===== src/rtl/tiny_alu_pkg.sv =====
// Shared opcode constants and issuer FSM state type for the tiny ALU command path.
package tiny_alu_pkg;

    localparam int unsigned OPCODE_BITS = 3;

    localparam logic [OPCODE_BITS-1:0] NOP_OP = 3'd0;
    localparam logic [OPCODE_BITS-1:0] ADD_OP = 3'd1;
    localparam logic [OPCODE_BITS-1:0] AND_OP = 3'd2;
    localparam logic [OPCODE_BITS-1:0] XOR_OP = 3'd3;
    localparam logic [OPCODE_BITS-1:0] MUL_OP = 3'd4;

    typedef enum logic [1:0] {
        IDLE,
        BUSY,
        RESP
    } issuer_state_t;

endpackage


===== src/rtl/tiny_alu_cmd_issuer_if.sv =====
// Command, ALU and response signal bundle of the command issuer.
interface tiny_alu_cmd_issuer_if
    import tiny_alu_pkg::*;
#(
    parameter int unsigned INPUT_DATA_BITS = 8,
    parameter int unsigned FIFO_DEPTH      = 4
);
    localparam int unsigned LevelW = $clog2(FIFO_DEPTH) + 1;

    logic                         cmd_valid_i;
    logic                         cmd_ready_o;
    logic [INPUT_DATA_BITS-1:0]   cmd_a_i;
    logic [INPUT_DATA_BITS-1:0]   cmd_b_i;
    logic [OPCODE_BITS-1:0]       cmd_opcode_i;
    logic [INPUT_DATA_BITS-1:0]   alu_a_o;
    logic [INPUT_DATA_BITS-1:0]   alu_b_o;
    logic [OPCODE_BITS-1:0]       alu_opcode_o;
    logic                         alu_start_o;
    logic [2*INPUT_DATA_BITS-1:0] alu_result_i;
    logic                         alu_done_i;
    logic                         rsp_valid_o;
    logic                         rsp_ready_i;
    logic [2*INPUT_DATA_BITS-1:0] rsp_result_o;
    logic                         rsp_error_o;
    logic [LevelW-1:0]            cmd_level_o;

    // Issuer side.
    modport master (
        input  cmd_valid_i, cmd_a_i, cmd_b_i, cmd_opcode_i,
        input  alu_result_i, alu_done_i, rsp_ready_i,
        output cmd_ready_o, alu_a_o, alu_b_o, alu_opcode_o, alu_start_o,
        output rsp_valid_o, rsp_result_o, rsp_error_o, cmd_level_o
    );

    // Environment side: command source, ALU and response sink.
    modport slave (
        output cmd_valid_i, cmd_a_i, cmd_b_i, cmd_opcode_i,
        output alu_result_i, alu_done_i, rsp_ready_i,
        input  cmd_ready_o, alu_a_o, alu_b_o, alu_opcode_o, alu_start_o,
        input  rsp_valid_o, rsp_result_o, rsp_error_o, cmd_level_o
    );

endinterface


===== src/rtl/tiny_alu_cmd_fifo.sv =====
// Synchronous first-word-fall-through FIFO with occupancy output.
module tiny_alu_cmd_fifo #(
    parameter int unsigned WIDTH = 8,
    parameter int unsigned DEPTH = 4
) (
    input  logic                       clk_i,
    input  logic                       reset_i,
    input  logic                       push_i,
    input  logic [WIDTH-1:0]           wdata_i,
    input  logic                       pop_i,
    output logic [WIDTH-1:0]           rdata_o,
    output logic                       full_o,
    output logic                       empty_o,
    output logic [$clog2(DEPTH):0]     level_o
);
    localparam int unsigned PtrW = $clog2(DEPTH);

    logic [WIDTH-1:0] mem_q [DEPTH];
    logic [PtrW-1:0]  wr_ptr_q, wr_ptr_d;
    logic [PtrW-1:0]  rd_ptr_q, rd_ptr_d;
    logic [PtrW:0]    level_q, level_d;
    logic             do_push, do_pop;

    assign empty_o = (level_q == '0);
    assign full_o  = (level_q == (PtrW+1)'(DEPTH));
    assign level_o = level_q;
    assign rdata_o = mem_q[rd_ptr_q];

    // A push into a full FIFO is fine when the head leaves on the same edge.
    assign do_pop  = pop_i && !empty_o;
    assign do_push = push_i && (!full_o || do_pop);

    always_comb begin
        wr_ptr_d = wr_ptr_q + PtrW'(do_push);
        rd_ptr_d = rd_ptr_q + PtrW'(do_pop);
        level_d  = level_q + (PtrW+1)'(do_push) - (PtrW+1)'(do_pop);
    end

    always_ff @(posedge clk_i) begin
        if (reset_i) begin
            wr_ptr_q <= '0;
            rd_ptr_q <= '0;
            level_q  <= '0;
        end else begin
            wr_ptr_q <= wr_ptr_d;
            rd_ptr_q <= rd_ptr_d;
            level_q  <= level_d;
        end
    end

    always_ff @(posedge clk_i) begin
        if (do_push) begin
            mem_q[wr_ptr_q] <= wdata_i;
        end
    end

endmodule


===== src/rtl/tiny_alu_cmd_issuer.sv =====
// Buffers ALU commands, issues them one at a time on start/done and returns
// each result (or a timeout error) on a valid/ready response port.
module tiny_alu_cmd_issuer
    import tiny_alu_pkg::*;
#(
    parameter int unsigned INPUT_DATA_BITS = 8,
    parameter int unsigned FIFO_DEPTH      = 4,
    parameter int unsigned TIMEOUT_CYCLES  = 16
) (
    input logic                   clk_i,
    input logic                   reset_i,
    tiny_alu_cmd_issuer_if.master bus
);
    localparam int unsigned CmdW   = OPCODE_BITS + 2 * INPUT_DATA_BITS;
    localparam int unsigned ResW   = 2 * INPUT_DATA_BITS;
    localparam int unsigned LevelW = $clog2(FIFO_DEPTH) + 1;
    localparam int unsigned CntW   = $clog2(TIMEOUT_CYCLES);
    localparam logic [CntW-1:0] CntLast = CntW'(TIMEOUT_CYCLES - 1);

    logic [CmdW-1:0]            fifo_wdata, fifo_rdata;
    logic                       fifo_full, fifo_empty, fifo_push, fifo_pop;
    logic [LevelW-1:0]          fifo_level;
    logic [INPUT_DATA_BITS-1:0] head_a, head_b;
    logic [OPCODE_BITS-1:0]     head_op;

    issuer_state_t              state_q, state_d;
    logic [CntW-1:0]            cnt_q, cnt_d;
    logic                       start_q, start_d;
    logic [INPUT_DATA_BITS-1:0] a_q, a_d, b_q, b_d;
    logic [OPCODE_BITS-1:0]     op_q, op_d;
    logic                       rsp_valid_q, rsp_valid_d;
    logic [ResW-1:0]            rsp_result_q, rsp_result_d;
    logic                       rsp_error_q, rsp_error_d;

    assign fifo_wdata = {bus.cmd_opcode_i, bus.cmd_a_i, bus.cmd_b_i};
    assign fifo_push  = bus.cmd_valid_i && !fifo_full;
    assign {head_op, head_a, head_b} = fifo_rdata;

    tiny_alu_cmd_fifo #(
        .WIDTH (CmdW),
        .DEPTH (FIFO_DEPTH)
    ) u_fifo (
        .clk_i   (clk_i),
        .reset_i (reset_i),
        .push_i  (fifo_push),
        .wdata_i (fifo_wdata),
        .pop_i   (fifo_pop),
        .rdata_o (fifo_rdata),
        .full_o  (fifo_full),
        .empty_o (fifo_empty),
        .level_o (fifo_level)
    );

    always_comb begin
        state_d      = state_q;
        cnt_d        = cnt_q;
        start_d      = start_q;
        a_d          = a_q;
        b_d          = b_q;
        op_d         = op_q;
        rsp_valid_d  = rsp_valid_q;
        rsp_result_d = rsp_result_q;
        rsp_error_d  = rsp_error_q;
        fifo_pop     = 1'b0;
        unique case (state_q)
            IDLE: begin
                if (!fifo_empty) begin
                    fifo_pop = 1'b1;
                    a_d      = head_a;
                    b_d      = head_b;
                    op_d     = head_op;
                    start_d  = 1'b1;
                    cnt_d    = '0;
                    state_d  = BUSY;
                end
            end
            BUSY: begin
                cnt_d = cnt_q + 1'b1;
                // done seen on the first BUSY edge still belongs to the previous command
                if (cnt_q != '0 && bus.alu_done_i) begin
                    rsp_result_d = bus.alu_result_i;
                    rsp_error_d  = 1'b0;
                    start_d      = 1'b0;
                    rsp_valid_d  = 1'b1;
                    state_d      = RESP;
                end else if (cnt_q == CntLast) begin
                    rsp_result_d = '0;
                    rsp_error_d  = 1'b1;
                    start_d      = 1'b0;
                    rsp_valid_d  = 1'b1;
                    state_d      = RESP;
                end
            end
            RESP: begin
                if (bus.rsp_ready_i) begin
                    rsp_valid_d = 1'b0;
                    state_d     = IDLE;
                end
            end
            default: state_d = IDLE;
        endcase
    end

    always_ff @(posedge clk_i) begin
        if (reset_i) begin
            state_q      <= IDLE;
            cnt_q        <= '0;
            start_q      <= 1'b0;
            a_q          <= '0;
            b_q          <= '0;
            op_q         <= '0;
            rsp_valid_q  <= 1'b0;
            rsp_result_q <= '0;
            rsp_error_q  <= 1'b0;
        end else begin
            state_q      <= state_d;
            cnt_q        <= cnt_d;
            start_q      <= start_d;
            a_q          <= a_d;
            b_q          <= b_d;
            op_q         <= op_d;
            rsp_valid_q  <= rsp_valid_d;
            rsp_result_q <= rsp_result_d;
            rsp_error_q  <= rsp_error_d;
        end
    end

    assign bus.cmd_ready_o  = !fifo_full;
    assign bus.cmd_level_o  = fifo_level;
    assign bus.alu_a_o      = a_q;
    assign bus.alu_b_o      = b_q;
    assign bus.alu_opcode_o = op_q;
    assign bus.alu_start_o  = start_q;
    assign bus.rsp_valid_o  = rsp_valid_q;
    assign bus.rsp_result_o = rsp_result_q;
    assign bus.rsp_error_o  = rsp_error_q;

endmodule


===== src/flat_wrapper.sv =====
// flat-port wrapper written by rule: the top's interface ports become plain ports
module tiny_alu_cmd_issuer_flat import tiny_alu_pkg::*;
#(
    parameter int unsigned INPUT_DATA_BITS = 8,
    parameter int unsigned FIFO_DEPTH      = 4,
    parameter int unsigned TIMEOUT_CYCLES  = 16
)
  (clk_i, reset_i, bus_cmd_valid_i, bus_cmd_a_i, bus_cmd_b_i, bus_cmd_opcode_i, bus_alu_result_i, bus_alu_done_i, bus_rsp_ready_i, bus_cmd_ready_o, bus_alu_a_o, bus_alu_b_o, bus_alu_opcode_o, bus_alu_start_o, bus_rsp_valid_o, bus_rsp_result_o, bus_rsp_error_o, bus_cmd_level_o);
  tiny_alu_cmd_issuer_if #(.INPUT_DATA_BITS(INPUT_DATA_BITS), .FIFO_DEPTH(FIFO_DEPTH)) bus_i ();
  input logic clk_i;
  input logic reset_i;
  input wire logic [$bits(bus_i.cmd_valid_i)-1:0] bus_cmd_valid_i;
  input wire logic [$bits(bus_i.cmd_a_i)-1:0] bus_cmd_a_i;
  input wire logic [$bits(bus_i.cmd_b_i)-1:0] bus_cmd_b_i;
  input wire logic [$bits(bus_i.cmd_opcode_i)-1:0] bus_cmd_opcode_i;
  input wire logic [$bits(bus_i.alu_result_i)-1:0] bus_alu_result_i;
  input wire logic [$bits(bus_i.alu_done_i)-1:0] bus_alu_done_i;
  input wire logic [$bits(bus_i.rsp_ready_i)-1:0] bus_rsp_ready_i;
  output wire logic [$bits(bus_i.cmd_ready_o)-1:0] bus_cmd_ready_o;
  output wire logic [$bits(bus_i.alu_a_o)-1:0] bus_alu_a_o;
  output wire logic [$bits(bus_i.alu_b_o)-1:0] bus_alu_b_o;
  output wire logic [$bits(bus_i.alu_opcode_o)-1:0] bus_alu_opcode_o;
  output wire logic [$bits(bus_i.alu_start_o)-1:0] bus_alu_start_o;
  output wire logic [$bits(bus_i.rsp_valid_o)-1:0] bus_rsp_valid_o;
  output wire logic [$bits(bus_i.rsp_result_o)-1:0] bus_rsp_result_o;
  output wire logic [$bits(bus_i.rsp_error_o)-1:0] bus_rsp_error_o;
  output wire logic [$bits(bus_i.cmd_level_o)-1:0] bus_cmd_level_o;
  assign bus_i.cmd_valid_i = bus_cmd_valid_i;
  assign bus_i.cmd_a_i = bus_cmd_a_i;
  assign bus_i.cmd_b_i = bus_cmd_b_i;
  assign bus_i.cmd_opcode_i = bus_cmd_opcode_i;
  assign bus_i.alu_result_i = bus_alu_result_i;
  assign bus_i.alu_done_i = bus_alu_done_i;
  assign bus_i.rsp_ready_i = bus_rsp_ready_i;
  assign bus_cmd_ready_o = bus_i.cmd_ready_o;
  assign bus_alu_a_o = bus_i.alu_a_o;
  assign bus_alu_b_o = bus_i.alu_b_o;
  assign bus_alu_opcode_o = bus_i.alu_opcode_o;
  assign bus_alu_start_o = bus_i.alu_start_o;
  assign bus_rsp_valid_o = bus_i.rsp_valid_o;
  assign bus_rsp_result_o = bus_i.rsp_result_o;
  assign bus_rsp_error_o = bus_i.rsp_error_o;
  assign bus_cmd_level_o = bus_i.cmd_level_o;
  tiny_alu_cmd_issuer #(.INPUT_DATA_BITS(INPUT_DATA_BITS), .FIFO_DEPTH(FIFO_DEPTH), .TIMEOUT_CYCLES(TIMEOUT_CYCLES)) u_core (.clk_i(clk_i), .reset_i(reset_i), .bus(bus_i));
endmodule

===== config.mk =====
export PLATFORM = sky130hd
export DESIGN_NAME = tiny_alu_cmd_issuer_flat
export DESIGN_NICKNAME = d
export VERILOG_FILES = /design/src/rtl/tiny_alu_pkg.sv /design/src/rtl/tiny_alu_cmd_issuer_if.sv /design/src/rtl/tiny_alu_cmd_fifo.sv /design/src/rtl/tiny_alu_cmd_issuer.sv /design/src/flat_wrapper.sv
export SDC_FILE = /design/constraint.sdc
export NUM_CORES = 1
export LEC_CHECK = 0
export BUFFER_PORTS_ARGS = -buffer_cell sky130_fd_sc_hd__buf_2
export CAP_MARGIN = 25
export CORE_UTILIZATION = 60
export DETAILED_ROUTE_END_ITERATION = 8
export GPL_TIMING_DRIVEN = 0
export PLACE_DENSITY = 0.91
export SLEW_MARGIN = 15
export SYNTH_ARGS = -nofsm -noshare
export SYNTH_HDL_FRONTEND = slang
export SYNTH_SLANG_ARGS = --single-unit

===== constraint.sdc =====
create_clock -name clk_i -period 5.17 [get_ports clk_i]
set_input_delay 1.034 -clock clk_i [delete_from_list [all_inputs] [get_ports clk_i]]
set_output_delay 1.034 -clock clk_i [all_outputs]
set_load 0.1 [all_outputs]

==> results.cfg <==
[setup_path]
cp-end-kind = flip-flop
crit_type = flip-flop to flip-flop
crit_path_max_fanout = 10
crit_arrival_ns = 3.10
cp_data_required_time_ns = 5.55
startpoint_type = flip-flop

[logic_synthesis]
syn_area_per_cell_sq_um = 13.9
synthCells = 349
ys_ff_latch = 127
netlist_area_sq_um = 4860
yosys_warnings = 0
synth_nets = 398
yosysUniqueCellTypes = 39
seq_area_frac_synth_pct = 68.0

[layout]
final_nets = 502
syn_to_final_growth_pct = 24.3
drive_gt1_share_pct = 32.4
fin_util_pct = 77.7
seqCellArea_sq_um = 3300
antenna_cells = 0
num-fill-cells = 449
multi_input_area_sq_um = 1440

[drt]
drt_iter0_drc = 161
routed-via-count = 3291
ant_nets = 0
drc_errors = 0
finalWirelength_um = 10700
dr.pass1.iters = 5
wl_per_cell_um = 18.9
post_drt_via_cell_ratio = 5.79

[floorplanning]
initial_core_util_pct = 62.5
die-area_sq_um = 8460
core_area_sq_um = 7770
die_w_um = 92.0
die_h_um = 92.0
io_pins = 82
rows = 32

[placed_design]
gp_congestion = 0.800
place_hpwl_um = 6700
port_buffers = 80

[grt]
grt_pass1_vias = 3331
grt_use_met3_pct = 6.88
busiest_layer = met2
grt_max_degree = 20
gr-usage-met1_pct = 31.4
antenna_found_initial = 0
overflow = 0
grt_pass1_wl_um = 16600
grt_usage_pct = 27.1
met2_usage_pct = 48.1

[cts]
clock_sinks = 127
cts_resized = 0
post-cts-setup-buffers = 0
postCtsHoldBufs = 0
clk_path_buf_depth = 2
cts_tree = yes
cts_root_buf = clkbuf_8
clk_latency_ns = 0.51
h-tree-depth = 4
clkTransAtPathRegs_ns = 0.06
cts_buffers = 17

[sta]
slew_headroom_pct = 34.1
tightest_slew_ns = 0.989
max_freq_mhz = 368
rsz0062_at_grt = false
timing.setup.tns_ns = 0
fin_crit_sh_pct = 52.5
hold_viol = 0
layout_min_cycle_time_ns = 2.71
setup-violations-final = 0
skew_ns = 0.00739
finalMaxSlewViolations = 0

[status]
status = complete, no violations

[power]
p_per_area_nw_per_um2 = 657
fin_total_pwr_mw = 3.96
peakVddDrop_mv = 0.411
power.leakage_nw = 2.30

[min_path]
hp-class = flip-flop to flip-flop

[flow_run]
drv_cap = 0
flip-flops by register name, indices dropped and copies added (netlist names):
register                 flops
u_core.bus.alu_a_o           8
u_core.bus.alu_b_o           8
u_core.bus.alu_opcode_o      3
u_core.bus.alu_start_o       1
u_core.bus.rsp_error_o       1
u_core.bus.rsp_result_o     16
u_core.bus.rsp_valid_o       1
u_core.cnt_q                 4
u_core.state_q               2
u_core.u_fifo.level_o        3
u_core.u_fifo.mem_q         76
u_core.u_fifo.rd_ptr_q       2
u_core.u_fifo.wr_ptr_q       2
cells by family (layout without fill, tap and decap cells):
| group | after synthesis | in the layout | share of synthesized area (%) |
|---|---|---|---|
| buffers and inverters | 27 | 144 | 2.70 |
| XOR/XNOR | 8 | 8 | 1.44 |
| adder cells (fa/ha/maj) | 9 | 9 | 2.47 |
| AO/OA/AOI/OAI | 53 | 53 | 6.54 |
| flip-flops | 127 | 127 | 68.0 |
| AND/OR/NAND/NOR | 106 | 106 | 10.0 |
| multiplexers | 19 | 19 | 8.81 |
worst max-delay path, cell delays in order, from the launching register on:
cell	delay [ns]
dfxtp_1	0.31
inv_1	0.11
ha_1	0.29
o31a_2	0.26
clkbuf_1	0.46
xnor2_1	0.18
ha_1	0.17
inv_1	0.05
fa_1	0.37
xor2_1	0.16
xnor2_1	0.17
nor2_1	0.06
path summary, 6_finish.rpt:
path,slack (ns),start,endpoint,cells after the start
max,2.46,u_core.state_q[1],u_core.u_fifo.level_o[2],11
min,0.46,u_core.bus.alu_a_o[0],u_core.bus.alu_a_o[0],2
max reg2reg,2.46,u_core.state_q[1],u_core.u_fifo.level_o[2],11
min reg2reg,0.46,u_core.bus.alu_a_o[0],u_core.bus.alu_a_o[0],2
per-stage QoR:
step                hold slack, ns  setup WS (ns)  area [sq um]  cells
detailed placement           0.445           2.43          5440    536
floorplan                    0.458           1.08          4860    349
CTS                          0.453           2.46          6040    568
global placement             0.440           1.09          5390    531
global route                 0.478           2.24          6040    568
finish                       0.457           2.46          6040    568
synth_stat cells:
cell / n / share of area [%]
a211oi_1: 1 / 0.15
a211oi_2: 1 / 0.26
a21oi_1: 38 / 3.9
a32oi_1: 1 / 0.18
and3_1: 2 / 0.26
buf_1: 1 / 0.077
buf_2: 4 / 0.41
buf_4: 2 / 0.31
buf_6: 1 / 0.23
clkbuf_1: 10 / 0.77
clkbuf_8: 1 / 0.28
dfxtp_1: 51 / 21
edfxtp_1: 76 / 47
fa_1: 1 / 0.41
ha_1: 8 / 2.1
inv_1: 8 / 0.62
mux4_2: 19 / 8.8
nand2_1: 60 / 4.6
nand2b_1: 1 / 0.13
nand2b_4: 1 / 0.28
nand3_1: 17 / 1.8
nand4_1: 1 / 0.13
nor2_1: 9 / 0.70
nor2b_1: 3 / 0.39
nor3_1: 5 / 0.51
nor3b_1: 2 / 0.31
o211a_1: 1 / 0.21
o211ai_1: 2 / 0.31
o211ai_2: 1 / 0.26
o21ai_0: 1 / 0.10
o21ai_2: 1 / 0.18
o31a_2: 1 / 0.21
o31ai_1: 5 / 0.77
or2b_1: 1 / 0.15
or4_1: 2 / 0.31
or4b_1: 1 / 0.21
or4b_4: 1 / 0.28
xnor2_1: 4 / 0.72
xor2_1: 4 / 0.72
final cells by class:
cell class                 instances  area share, %
multi-input combinational        195           23.8
tap                              102           2.11
buffer                            19           1.68
timing repair buffer              85           7.31
sequential                       127           54.7
clock inverter                    13           2.71
inverter                           8          0.497
clock buffer                      19           7.15
routing by layer:
metal  routed length (um)  up-vias
met2                 5690      167
met1                 4080     1611
met5                    0        -
li1                     -     1491
met4                  176        0
met3                  765       22
where the power goes:
part	switching (mW)	total (mW)	internal, mW
registers	0.0953	1.34	1.24
logic	1.08	1.44	0.360
clock network	0.438	1.19	0.747
total	1.61	3.96	2.35
cells in the final DEF, fill, tap and decap left out, drive strengths merged:
master and n:
xor2 4, nor2 9, nor3b 2, buf 93
o31ai 5, fa 1, nand2 60, nor2b 3
o21ai 2, and3 2, o31a 1, a32oi 1
o211a 1, ha 8, o211ai 3, or4 2
edfxtp 76, clkinvlp 4, nand3 17, a211oi 2
xnor2 4, inv 9, nor3 5, nand2b 2
bufinv 3, or2b 1, mux4 19, nand4 1
dfxtp 51, clkbuf 30, clkinv 5, or4b 2
a21oi 38
No activity file was read; power rests on OpenSTA's default activity.
